## src/rtl/icache_pkg.sv

```systemverilog
// ---------------------------------------------------------------------------
// icache_pkg
// Shared definitions for the direct-mapped instruction cache:
//   - state_t         : controller states (IDLE, LOOKUP, MISS, DROP)
//   - DEF_INDEX_BITS  : default log2 of the line count
//   - pc_index/pc_tag : split a word-aligned PC into line index and tag.
//                       pc[1:0] never reaches either field.
// ---------------------------------------------------------------------------
package icache_pkg;

    localparam int DEF_INDEX_BITS = 6;

    typedef enum logic [1:0] {
        IDLE   = 2'd0,
        LOOKUP = 2'd1,
        MISS   = 2'd2,
        DROP   = 2'd3
    } state_t;

    // Line index = pc[index_bits+1:2], returned zero-extended; callers
    // truncate it to their own index width.
    function automatic logic [31:0] pc_index(input logic [31:0] pc, input int index_bits);
        return (pc >> 2) & ((32'd1 << index_bits) - 32'd1);
    endfunction

    // Tag = pc[31:index_bits+2], returned right-aligned.
    function automatic logic [31:0] pc_tag(input logic [31:0] pc, input int index_bits);
        return pc >> (index_bits + 2);
    endfunction

endpackage

```

## src/rtl/icache_array.sv

```systemverilog
// ---------------------------------------------------------------------------
// icache_array
// Storage for the direct-mapped cache: valid vector, tag RAM, data RAM.
//   clk_in, rst_in   : clock, async active-low reset (valid vector only)
//   rd_index         : read index; rd_valid/rd_tag/rd_data are combinational
//   we, wr_index,
//   wr_tag, wr_data  : single write port, writes on the rising edge
//   invalidate_all   : clears every valid bit on the next edge
// The tag and data RAMs carry no reset; a line is only ever trusted through
// its valid bit.
// ---------------------------------------------------------------------------
module icache_array
    import icache_pkg::*;
#(
    parameter int INDEX_BITS = DEF_INDEX_BITS
) (
    input  logic                   clk_in,
    input  logic                   rst_in,
    input  logic [INDEX_BITS-1:0]  rd_index,
    output logic                   rd_valid,
    output logic [29-INDEX_BITS:0] rd_tag,
    output logic [31:0]            rd_data,
    input  logic                   we,
    input  logic [INDEX_BITS-1:0]  wr_index,
    input  logic [29-INDEX_BITS:0] wr_tag,
    input  logic [31:0]            wr_data,
    input  logic                   invalidate_all
);

    localparam int LINES    = 1 << INDEX_BITS;
    localparam int TAG_BITS = 30 - INDEX_BITS;

    logic [LINES-1:0]    valid;
    logic [TAG_BITS-1:0] tag_mem  [LINES];
    logic [31:0]         data_mem [LINES];

    // Invalidate outranks a same-cycle fill so a fence.i landing on a fill
    // leaves the line invalid.
    always_ff @(posedge clk_in or negedge rst_in) begin
        if (!rst_in) begin
            valid <= '0;
        end else if (invalidate_all) begin
            valid <= '0;
        end else if (we) begin
            valid[wr_index] <= 1'b1;
        end
    end

    // Tag and data are still written under invalidate; the cleared valid
    // bit hides them.
    always_ff @(posedge clk_in) begin
        if (we) begin
            tag_mem[wr_index]  <= wr_tag;
            data_mem[wr_index] <= wr_data;
        end
    end

    assign rd_valid = valid[rd_index];
    assign rd_tag   = tag_mem[rd_index];
    assign rd_data  = data_mem[rd_index];

endmodule

```

## src/rtl/icache_direct.sv

```systemverilog
// ---------------------------------------------------------------------------
// icache_direct
// Direct-mapped, one-word-per-line instruction cache between the fetcher and
// the memory controller's instruction port.
//   clk_in, rst_in           : clock, async active-low reset
//   rdy_in                   : global ready; low freezes every register
//   fetch_req, fetch_pc      : fetch request (taken only in IDLE)
//   icache_busy              : high whenever the controller is not IDLE
//   inst_ready, inst         : one-cycle response pulse, inst held between pulses
//   flush                    : branch redirect, cancels the pending response
//   invalidate               : fence.i, clears every valid bit
//   mem_need_inst, mem_pc    : word request to memory, held until completion
//   mem_inst_ready, mem_inst : memory word-complete pulse and data
// Hit latency is two cycles: request sampled into LOOKUP, then the tag
// compare registers the response. A miss parks in MISS (or DROP once
// flushed) until memory answers; the line is always filled because the
// transfer cannot be aborted.
// ---------------------------------------------------------------------------
module icache_direct
    import icache_pkg::*;
#(
    parameter int INDEX_BITS = DEF_INDEX_BITS
) (
    input  logic        clk_in,
    input  logic        rst_in,
    input  logic        rdy_in,
    input  logic        fetch_req,
    input  logic [31:0] fetch_pc,
    output logic        icache_busy,
    output logic        inst_ready,
    output logic [31:0] inst,
    input  logic        flush,
    input  logic        invalidate,
    output logic        mem_need_inst,
    output logic [31:0] mem_pc,
    input  logic        mem_inst_ready,
    input  logic [31:0] mem_inst
);

    localparam int TAG_BITS = 30 - INDEX_BITS;

    state_t              state;
    logic [31:0]         req_pc;

    logic [INDEX_BITS-1:0] req_index;
    logic [TAG_BITS-1:0]   req_tag;
    logic                  arr_valid;
    logic [TAG_BITS-1:0]   arr_tag;
    logic [31:0]           arr_data;
    logic                  hit;
    logic                  fill;

    assign req_index = INDEX_BITS'(pc_index(req_pc, INDEX_BITS));
    assign req_tag   = TAG_BITS'(pc_tag(req_pc, INDEX_BITS));
    assign hit       = arr_valid && (arr_tag == req_tag);

    // Both MISS and DROP fill the line when memory answers; DROP only
    // withholds the response.
    assign fill = rdy_in && mem_inst_ready && ((state == MISS) || (state == DROP));

    icache_array #(
        .INDEX_BITS(INDEX_BITS)
    ) u_array (
        .clk_in         (clk_in),
        .rst_in         (rst_in),
        .rd_index       (req_index),
        .rd_valid       (arr_valid),
        .rd_tag         (arr_tag),
        .rd_data        (arr_data),
        .we             (fill),
        .wr_index       (req_index),
        .wr_tag         (req_tag),
        .wr_data        (mem_inst),
        .invalidate_all (invalidate && rdy_in)
    );

    always_ff @(posedge clk_in or negedge rst_in) begin
        if (!rst_in) begin
            state         <= IDLE;
            req_pc        <= '0;
            icache_busy   <= 1'b0;
            inst_ready    <= 1'b0;
            inst          <= '0;
            mem_need_inst <= 1'b0;
            mem_pc        <= '0;
        end else if (rdy_in) begin
            // Response is a single-cycle pulse; every path back to IDLE
            // spends at least one cycle there, so pulses never abut.
            inst_ready <= 1'b0;
            case (state)
                IDLE: begin
                    // A redirect in the same cycle makes the request stale.
                    if (fetch_req && !flush) begin
                        req_pc      <= fetch_pc;
                        state       <= LOOKUP;
                        icache_busy <= 1'b1;
                    end
                end
                LOOKUP: begin
                    if (flush) begin
                        state       <= IDLE;
                        icache_busy <= 1'b0;
                    end else if (hit) begin
                        inst        <= arr_data;
                        inst_ready  <= 1'b1;
                        state       <= IDLE;
                        icache_busy <= 1'b0;
                    end else begin
                        mem_need_inst <= 1'b1;
                        mem_pc        <= req_pc;
                        state         <= MISS;
                    end
                end
                MISS: begin
                    if (mem_inst_ready) begin
                        mem_need_inst <= 1'b0;
                        state         <= IDLE;
                        icache_busy   <= 1'b0;
                        // A redirect landing with the data still fills the
                        // line but must not hand the word to the fetcher.
                        if (!flush) begin
                            inst       <= mem_inst;
                            inst_ready <= 1'b1;
                        end
                    end else if (flush) begin
                        state <= DROP;
                    end
                end
                DROP: begin
                    if (mem_inst_ready) begin
                        mem_need_inst <= 1'b0;
                        state         <= IDLE;
                        icache_busy   <= 1'b0;
                    end
                end
                default: begin
                    state         <= IDLE;
                    icache_busy   <= 1'b0;
                    mem_need_inst <= 1'b0;
                end
            endcase
        end
    end

endmodule

```

## config.mk

```make
export PLATFORM = sky130hd
export DESIGN_NAME = icache_direct
export DESIGN_NICKNAME = d
export VERILOG_FILES = /design/src/rtl/icache_pkg.sv /design/src/rtl/icache_array.sv /design/src/rtl/icache_direct.sv
export SDC_FILE = /design/constraint.sdc
export NUM_CORES = 2
export LEC_CHECK = 0
export BUFFER_PORTS_ARGS = -buffer_cell sky130_fd_sc_hd__buf_4
export CORE_MARGIN = 2
export CORE_UTILIZATION = 50
export CTS_CLUSTER_DIAMETER = 50
export DETAILED_ROUTE_END_ITERATION = 8
export PLACE_DENSITY = 0.71
export SYNTH_ARGS = -nofsm -noshare
export SYNTH_HDL_FRONTEND = slang
export SYNTH_SLANG_ARGS = --single-unit
```

## constraint.sdc

```tcl
create_clock -name clk_in -period 9.5 [get_ports clk_in]
set_input_delay 0.475 -clock clk_in [delete_from_list [all_inputs] [get_ports clk_in]]
set_output_delay 0.475 -clock clk_in [all_outputs]
set_load 0.1 [all_outputs]
```

==> impl_metrics.ini <==
[setup_path]
endpoint_kind = flop
startpoint = req_pc[3]
cp_data_arrival_time_ps = 7380
crit_slowest_cell = dfrtp_4
timing.rr.start = req_pc[3]
r2r_cells = 10
max_stage_delay_ps = 940
path_cells = buf_4, buf_12, mux2i_1, o22ai_1, nor3_1, xnor2_1, nor4_1, and4_1, a41o_2, mux2_2
worstPathMaxFanout = 117
crit_path_start_kind = flop
r2r_slack_ps = 2900
crit_type = reg2reg
critPathRequiredTime_ps = 10280

[sta]
setup_ws_ps = 2900
setup-tns-final_ps = 0
setup_viol = 0
finalHoldViolCount = 0
clock_skew_ps = 66.9
min_period_over_period_pct = 69.5
rsz0062_at_grt = no
hold_ws_ps = 50.4
slew_violations = 0
slew-limit-headroom_pct = 8.16
max_freq_mhz = 152
worstMarginPinSlew_ps = 1380
fin_crit_ps = 6600

[synth]
synth_top_area_share_pct = 74.8
netlist_area_mm2 = 0.144
synth_nets = 6818
ys_types = 56
syn_inst = 6743
synth_flop_cell = edfxtp_1
synthArstFlopShare_pct = 4.40
synth-seq-cells = 3749
synth_edf_count = 3584
synth-seq-area-share_pct = 77.7
synth_top_area_cell = edfxtp_1
yosys_warnings = 0
synth_area_per_cell_um2 = 21.3
synthTopCellsByArea = edfxtp_1 (75%), mux4_2 (10%), mux2i_1 (5.8%), dfrtp_1 (2.9%), o22ai_1 (1.0%)

[global_routing]
grt_pass1_vias = 72728
grt-ovfl-total = 0
grt_antenna_before_repair = 23
grt_max_degree = 138
grt_use_total_pct = 27.9
grt_pass1_wl_um = 570000

[drt]
routed.top_layer = met5
dr.pass1.iters = 6
routedWlPerCell_um = 36.9
drt-total-wl_um = 413000
drt_iter0_drc = 12368
met2_length_um = 196000
wl_met1_um = 149000
vias = 75289
drc = 0
ant_nets = 0
met3_length_um = 48100
vias_per_cell = 6.72

[pwr]
irDropWorstVdd_mv = 0.269
p_per_area_mw_per_mm2 = 298
finalPower_mw = 48.6
leakagePower_nw = 53.1

[finish]
final_nets = 7200
drive_gt1_share_pct = 23.7
final_area_mm2 = 0.163
utilization_pct = 57.0
stdcell_count = 11203
area.growth.synth_to_final_pct = 13.3

[placed_design]
placed_area_mm2 = 0.150
portBuffers = 137
dp_hpwl_um = 209000
placed_cells = 10476
place.gp.congestion = 0.813
dp_slack_ps = 3090

[cts]
clk_path_buf_depth = 4
clockRootBuffer = clkbuf_16
cts_buffers = 373
cts_tree = built
path_clk_slew_ps = 60
cts_resized = 0
h-tree-depth = 5
post_cts_buffers = 0
clock-sinks = 3749
clock_latency_ps = 940

[worst_hold_path]
hp-class = in2reg
min_path_cells = 1
min-delay-start = mem_inst[25]

[floorplanning]
start_util_pct = 50.4
die_x_um = 540
io_pins = 138
fp.dieH_um = 540
fp.dieArea_mm2 = 0.292
core_area_mm2 = 0.286
rows = 196

[job]
maxCapViolCount = 0

[run_status]
status = finished, final reports clean
[power by group]
group / internal, mW / switching (mW) / leakage (nW) / total (mW)
sequential: 19.4 / 0.394 / 34.4 / 19.8
clock: 8.55 / 6.28 / 6.02 / 14.8
combinational: 5.13 / 8.85 / 12.7 / 14.0
[Yosys cell counts (all sizes together), types with 3 or more instances]
library cell	count
nand2b	3
o211ai	6
a22o	6
ha	4
o21ai	87
nor2b	6
and3	3
clkbuf	179
a31oi	6
o22ai	235
and3b	3
mux2	103
nor3	18
a21oi	25
dfrtp	165
buf	207
o221ai	3
nand3	80
o21a	64
a221oi	11
edfxtp	3584
inv	7
a22oi	162
mux4	638
and2	3
nand2	92
nor2	87
mux2i	838
nand3b	5
xnor2	13
nor4	42
xor2	11
or3b	3
a211oi	4
nand4	22
[area by class of cell]
cell class / count / area (um2)
Antenna cell: 8 / 20.0
Clock buffer: 457 / 9960
Clock inverter: 226 / 2350
Fill cell: 20131 / 123000
Inverter: 7 / 26.3
Multi-Input combinational cell: 2601 / 30800
Sequential cell: 3749 / 112000
Tap cell: 3762 / 4710
Timing Repair Buffer: 393 / 3330
[cells in the final DEF, fill, tap and decap left out, drive strengths merged, types with 87 or more instances in the layout]
cell type	n
edfxtp	3584
mux2i	838
mux4	638
clkbuf	458
buf	356
o22ai	235
dfrtp	165
a22oi	162
clkinv	150
mux2	103
nand2	92
o21ai	87
nor2	87
[state kept, by name (all words and copies together) (netlist names)]
register and count:
mem_need_inst 1, inst_ready 1, inst 32, u_array.valid 64, icache_busy 1, mem_pc 32
u_array.tag_mem 1536, req_pc 32, state 2, u_array.data_mem 2048
[metal layers]
metal	GRT usage [%]	vias up
met5	0	-
met4	12.3	10
met3	5.67	993
met2	43.9	5652
met1	38.1	39694
li1	-	28940
[cell families after synthesis]
family          after synthesis  share of synthesized area (%)
fa+ha+maj                     4                         0.0348
flops                      3749                           77.7
compound gates              617                           2.84
mux                        1579                           16.7
buf+inv                     393                           1.34
xor+xnor                     24                          0.146
simple gates                377                           1.28
[timing repair]
action / 4_1_cts / 5_1_grt
hold endpoints to repair: 95 / 0
hold buffers: 36 / 0
endpoints found under the setup margin: 0 / 0
[path summary, 6_finish.rpt]
check,endpoint
max,mem_pc[18]
min,u_array.data_mem[32][25]
max reg2reg,mem_pc[18]
min reg2reg,u_array.valid[55]
max in group asynchronous,req_pc[8]
min in group asynchronous,mem_pc[7]
[critical path: cells and delay by family (launching register included)]
kind	cells	cell delay, ps
XOR/XNOR	1	160
AND/OR/NAND/NOR	3	1950
flip-flops	1	940
AO/OA/AOI/OAI	2	1040
buffers and inverters	2	1360
multiplexers	2	710
Power figures use the tool's default switching activity.
